### src/rtl/enc_chan_sel.sv
// Encoder-to-ADC-channel selector: accumulates cw/ccw detents into channel steps
// and holds a settle window after each change. Define ENC_CHAN_LOAD_EN for direct channel loads.
module enc_chan_sel #(
  parameter int NUM_CHAN         = 8,
  parameter int DETENTS_PER_STEP = 4,
  parameter int WRAP_EN          = 1,
  parameter int SETTLE_CYCLES    = 16,
  localparam int CHW = (NUM_CHAN > 2) ? $clog2(NUM_CHAN) : 1
) (
  input  logic           clk,
  input  logic           reset,
  input  logic           cw,
  input  logic           ccw,
`ifdef ENC_CHAN_LOAD_EN
  input  logic           load_en,
  input  logic [CHW-1:0] load_chan,
`endif
  output logic [CHW-1:0] chan,
  output logic           chan_changed,
  output logic           chan_dir,
  output logic           chan_settled,
  output logic           enc_conflict
);

  localparam int ACCW = $clog2(DETENTS_PER_STEP) + 2;
  localparam logic signed [ACCW-1:0] ACC_ONE = ACCW'(1);
  localparam logic signed [ACCW-1:0] ACC_UP  = ACCW'(DETENTS_PER_STEP);
  localparam logic signed [ACCW-1:0] ACC_DN  = -ACC_UP;
  localparam logic [CHW-1:0] CHAN_MAX    = CHW'(NUM_CHAN - 1);
  localparam logic [15:0]    SETTLE_LOAD = 16'(SETTLE_CYCLES);
  localparam logic           SETTLE_NONE = (SETTLE_CYCLES == 0);

  logic signed [ACCW-1:0] r_acc;
  logic [CHW-1:0]         r_chan;
  logic                   r_changed;
  logic                   r_dir;
  logic                   r_settled;
  logic                   r_conflict;
  logic [15:0]            r_settle_cnt;

  logic                   w_load_ok;
  logic [CHW-1:0]         w_load_chan;
  logic signed [ACCW-1:0] w_acc_step;
  logic signed [ACCW-1:0] w_acc_next;
  logic [CHW-1:0]         w_chan_next;
  logic                   w_dir_next;
  logic                   w_chan_diff;
  logic                   w_reload;

`ifdef ENC_CHAN_LOAD_EN
  // Out-of-range loads fall through so the encoder still gets its cycle.
  assign w_load_ok   = load_en && (int'(load_chan) < NUM_CHAN);
  assign w_load_chan = load_chan;
`else
  assign w_load_ok   = 1'b0;
  assign w_load_chan = '0;
`endif

  // NOTE: every signal gets a default before any branch, so no path leaves one unassigned (no latch).
  always_comb begin
    w_acc_step  = r_acc;
    w_acc_next  = r_acc;
    w_chan_next = r_chan;
    w_dir_next  = r_dir;
    w_reload    = 1'b0;

    if (cw && !ccw)      w_acc_step = r_acc + ACC_ONE;
    else if (ccw && !cw) w_acc_step = r_acc - ACC_ONE;
    w_acc_next = w_acc_step;

    if (w_load_ok) begin
      w_acc_next  = '0;
      w_chan_next = w_load_chan;
      w_dir_next  = (w_load_chan > r_chan);
      w_reload    = 1'b1;
    end else if (w_acc_step == ACC_UP) begin
      w_acc_next = '0;
      w_dir_next = 1'b1;
      if (r_chan < CHAN_MAX)  w_chan_next = r_chan + 1'b1;
      else if (WRAP_EN != 0)  w_chan_next = '0;
    end else if (w_acc_step == ACC_DN) begin
      w_acc_next = '0;
      w_dir_next = 1'b0;
      if (r_chan != '0)       w_chan_next = r_chan - 1'b1;
      else if (WRAP_EN != 0)  w_chan_next = CHAN_MAX;
    end

    w_chan_diff = (w_chan_next != r_chan);
    if (w_chan_diff) w_reload = 1'b1;
  end

  // NOTE: state registers use non-blocking assignments so every register sees pre-edge values.
  always_ff @(posedge clk) begin
    if (reset) begin
      r_acc        <= '0;
      r_chan       <= '0;
      r_changed    <= 1'b0;
      r_dir        <= 1'b1;
      r_conflict   <= 1'b0;
      r_settle_cnt <= SETTLE_LOAD;
      r_settled    <= SETTLE_NONE;
    end else begin
      r_acc     <= w_acc_next;
      r_chan    <= w_chan_next;
      r_dir     <= w_dir_next;
      r_changed <= w_chan_diff;
      if (cw && ccw) r_conflict <= 1'b1;

      // A new change restarts the window even if one is already running.
      if (w_reload) begin
        r_settle_cnt <= SETTLE_LOAD;
        r_settled    <= SETTLE_NONE;
      end else if (r_settle_cnt != '0) begin
        r_settle_cnt <= r_settle_cnt - 16'd1;
        if (r_settle_cnt == 16'd1) r_settled <= 1'b1;
      end
    end
  end

  assign chan         = r_chan;
  assign chan_changed = r_changed;
  assign chan_dir     = r_dir;
  assign chan_settled = r_settled;
  assign enc_conflict = r_conflict;

endmodule

### config.mk
export PLATFORM = sky130hd
export DESIGN_NAME = enc_chan_sel
export DESIGN_NICKNAME = d
export VERILOG_FILES = /design/src/rtl/enc_chan_sel.sv
export SDC_FILE = /design/constraint.sdc
export NUM_CORES = 1
export LEC_CHECK = 0
export BUFFER_PORTS_ARGS = -buffer_cell sky130_fd_sc_hd__buf_2
export CELL_PAD_IN_SITES_DETAIL_PLACEMENT = 1
export CELL_PAD_IN_SITES_GLOBAL_PLACEMENT = 2
export CORE_MARGIN = 2
export CORE_UTILIZATION = 32
export CTS_CLUSTER_SIZE = 28
export DETAILED_ROUTE_END_ITERATION = 10
export PLACE_DENSITY_LB_ADDON = 0.1
export SYNTH_ARGS = -nofsm -noshare
export SYNTH_HDL_FRONTEND = slang
export SYNTH_SLANG_ARGS = --single-unit
### constraint.sdc
create_clock -name clk -period 2.3 [get_ports clk]
set_clock_uncertainty 0.2 [all_clocks]
set_input_delay 0.69 -clock clk [delete_from_list [all_inputs] [get_ports clk]]
set_output_delay 0.69 -clock clk [all_outputs]
set_load 0.01 [all_outputs]
==> impl_metrics.py <==
metrics = {
    "worst_setup_path": {
        "crit_buf_inv": 2,
        "crit_cells": 8,
        "regToRegStartpoint": "r_acc[1]",
        "critPathLaunchType": "flop",
        "crit_fanout": 10,
        "path_delay_family": "simple AND/OR/NAND/NOR gates",
        "worst_setup_path_end_kind": "flop",
        "arrival_ps": 2210,
        "slowest_stage": "dfxtp_4",
        "reg2reg_depth": 8,
        "r2r-end": "r_acc[1]",
        "critPathMaxStageDelay_ps": 390,
        "crit_type": "reg2reg",
        "cp_data_required_time_ps": 2300,
        "crit_chain": "inv_1, ha_4, and4bb_2, a221oi_4, nor3_2, or2_1, buf_4, nor3_1",
        "r2r_slack_ps": 90,
    },
    "grt": {
        "grtUsageMet2": 0.2327,
        "busiest_layer": "met2",
        "grt.met1_usage": 0.1809,
        "grt_max_degree": 17,
        "antenna_found_initial": 0,
        "grt_usage": 0.1394,
        "grt_use_met3": 0.02279,
        "grt_pass1_vias": 1262,
        "grt_pass1_wl_mm": 5.664,
        "grt_overflow": 0,
    },
    "job": {
        "drv_cap": 0,
    },
    "sta": {
        "tns_ps": 0,
        "worst_pin_slew_ps": 481.2,
        "timing.fmax_mhz": 452.6,
        "period_share": 0.9607,
        "slew_violations": 0,
        "relSlewSlack": 0.6774,
        "postLayoutSetupSlackWorst_ps": 90.36,
        "hold_viol": 0,
        "rsz0062_at_grt": "false",
        "setup_violations": 0,
        "min_period_ps": 2210,
        "hold_slack_ps": 277.9,
    },
    "power_and_ir_drop": {
        "swShare": 0.3986,
        "seq_power_share": 0.390,
        "leakagePower_nw": 0.6722,
        "clock_power_share": 0.173,
        "powerDensity_nw_per_um2": 988.6,
        "combPwrFrac": 0.436,
        "p_switching_mw": 0.6696,
        "vdd_ir_drop_max_uv": 396.0,
        "p_int_mw": 1.010,
    },
    "clock_tree": {
        "clock_latency_ps": 280,
        "htree_levels": 1,
        "cts_tree": "built",
        "cts_buffer_depth": 2,
        "path_clk_slew_ps": 100,
        "cts_made_buffers": 3,
        "clkSinkCount": 27,
        "cts_root_buf": "clkbuf_8",
        "hold_buffers": 0,
        "cts_setup_buffers": 0,
    },
    "finish": {
        "drive_gt1_frac": 0.2086,
        "seq_area_um2": 545.5,
        "multi_input_area_um2": 862.1,
        "fill_cells": 524,
        "post-route-util": 0.3929,
        "antenna_cells": 0,
        "syn_to_final_growth_pct": 19.44,
        "nets": 199,
    },
    "logic_synthesis": {
        "yosysTopAreaCell": "dfxtp_1",
        "netlist_top_cells_count": "29 x nor2_1, 27 x dfxtp_1, 10 x xor2_1",
        "yosysMostFrequentCell": "nor2_1",
        "synth_area_um2": 1423,
        "seq_area_frac_synth": 0.3799,
        "synth_ff_type": "dfxtp_1",
        "ys_ff_latch": 27,
        "netlist_instances": 163,
        "synth_top_cell_area_share": 0.3799,
        "ys_async_sr_fraction": 0,
        "synth-edff-count": 0,
        "ys_warn_count": 0,
        "syn_area_per_cell_um2": 8.728,
        "synthDistinctLibCells": 41,
        "synth_area_leaders": "dfxtp_1 38%, nor2_1 7.7%, ha_1 6.2%",
        "synth_fp_nets": 174,
    },
    "routing": {
        "detail_route.first_pass.iterations": 2,
        "wl_per_cell_um": 13.82,
        "viasPerCell": 5.059,
        "routed_wl_mm": 3.302,
        "ant_nets": 0,
        "drtIter0Drc": 40,
        "via_count": 1209,
        "drc": 0,
    },
    "die": {
        "core_um2": 4324,
        "fp-row-count": 24,
        "die_h_um": 70.68,
        "start_util": 0.3290,
        "die_area_um2": 4995,
        "die-width_um": 70.68,
        "io-pin-count": 11,
    },
    "placed_design": {
        "pre_cts_slack_ps": -180.0,
        "place_congestion": 0.7540,
        "port_buffers": 10,
        "hpwl_mm": 2.412,
    },
    "hold_path": {
        "hp-class": "reg2reg",
        "worst_hold_path.endpoint": "chan_settled",
        "worstHoldPathCells": 2,
        "hp-start": "chan_settled",
    },
    "run_status": {
        "status": "finished clean",
    },
}
[layout by cell type, fill, tap and decap left out, types with 2 or more instances in the layout]
master,n
xnor2_1,5
nand4b_1,2
nor3_1,3
buf_2,10
nand3b_1,3
or4_1,3
inv_1,8
nand2_1,7
a21oi_1,6
a211oi_1,5
nor4_1,4
nand2b_1,3
clkbuf_8,3
nor2b_1,4
xor2_1,10
ha_1,6
nor2_1,29
o21ai_0,2
nand3_1,7
buf_4,13
nor3_2,3
and2_1,2
or3_1,2
dfxtp_1,25
[worst min-delay path, stage by stage, from the launching register on]
cell and delay (ps):
dfxtp_1 340, nor2_1 50, nor2_1 70
[cells by family (layout without fill, tap and decap cells)]
| logic type | after synthesis | count (layout) | synth area share |
|---|---|---|---|
| fa+ha+maj | 7 | 7 | 0.06156 |
| xor+xnor | 16 | 16 | 0.1038 |
| buf+inv | 11 | 35 | 0.03078 |
| flops | 27 | 27 | 0.3799 |
| simple gates | 80 | 80 | 0.3096 |
| mux | 1 | 1 | 0.007036 |
| compound gates | 21 | 21 | 0.1073 |
[stage by stage]
step / total power, mW / cell area (µm²) / cells
after CTS: 1.677 / 1672 / 239
after global routing: 1.831 / 1699 / 239
after detailed placement: 1.373 / 1622 / 235
after global placement: 1.346 / 1622 / 235
after floorplan: 1.147 / 1423 / 163
final: 1.680 / 1699 / 239
[routing by layer]
layer / wire [µm] / part of all wire / vias up
met5: 0 / 0 / -
met4: 51 / 0.015 / 0
met3: 58 / 0.018 / 4
met2: 1610 / 0.49 / 8
met1: 1581 / 0.48 / 584
li1: - / - / 613
[area by class of cell]
cell class,instances,share of cell area
inverter,8,0.01767
clock inverter,1,0.004418
multi-input combinational,125,0.5074
tap,52,0.03829
sequential,27,0.3211
timing repair buffer,23,0.08689
clock buffer,3,0.02430
[flip-flops by register name, summed over array words and instances (netlist names)]
name,count
chan,3
chan_changed,1
chan_dir,1
chan_settled,1
enc_conflict,1
r_acc,4
r_settle_cnt,16
[worst max path at each step]
stage / start / to / slack [ps]
6_report: r_acc[1] / r_acc[1] / 90
5_1_grt: r_acc[1] / r_acc[1] / 3
4_1_cts: r_acc[1] / r_acc[1] / 10
3_5_place_dp: cw / chan[2] / -180
3_3_place_gp: cw / chan[2] / -130
2_1_floorplan: cw / chan[2] / 3
[timing repair]
action,in CTS,in global routing
gates cloned,0,0
pin swaps,0,1
resized for setup,1,4
endpoints found under the setup margin,4,8
[power groups by stage]
stage          Combinational [mW]  Clock (mW)  Sequential, mW
2_1_floorplan               0.502           0           0.645
3_5_place_dp                0.710           0           0.663
5_1_grt                     0.833       0.329           0.670
4_1_cts                     0.714       0.309           0.654
3_3_place_gp                0.690           0           0.657
6_report                    0.733       0.291           0.655
No activity file was read; power rests on OpenSTA's default activity.
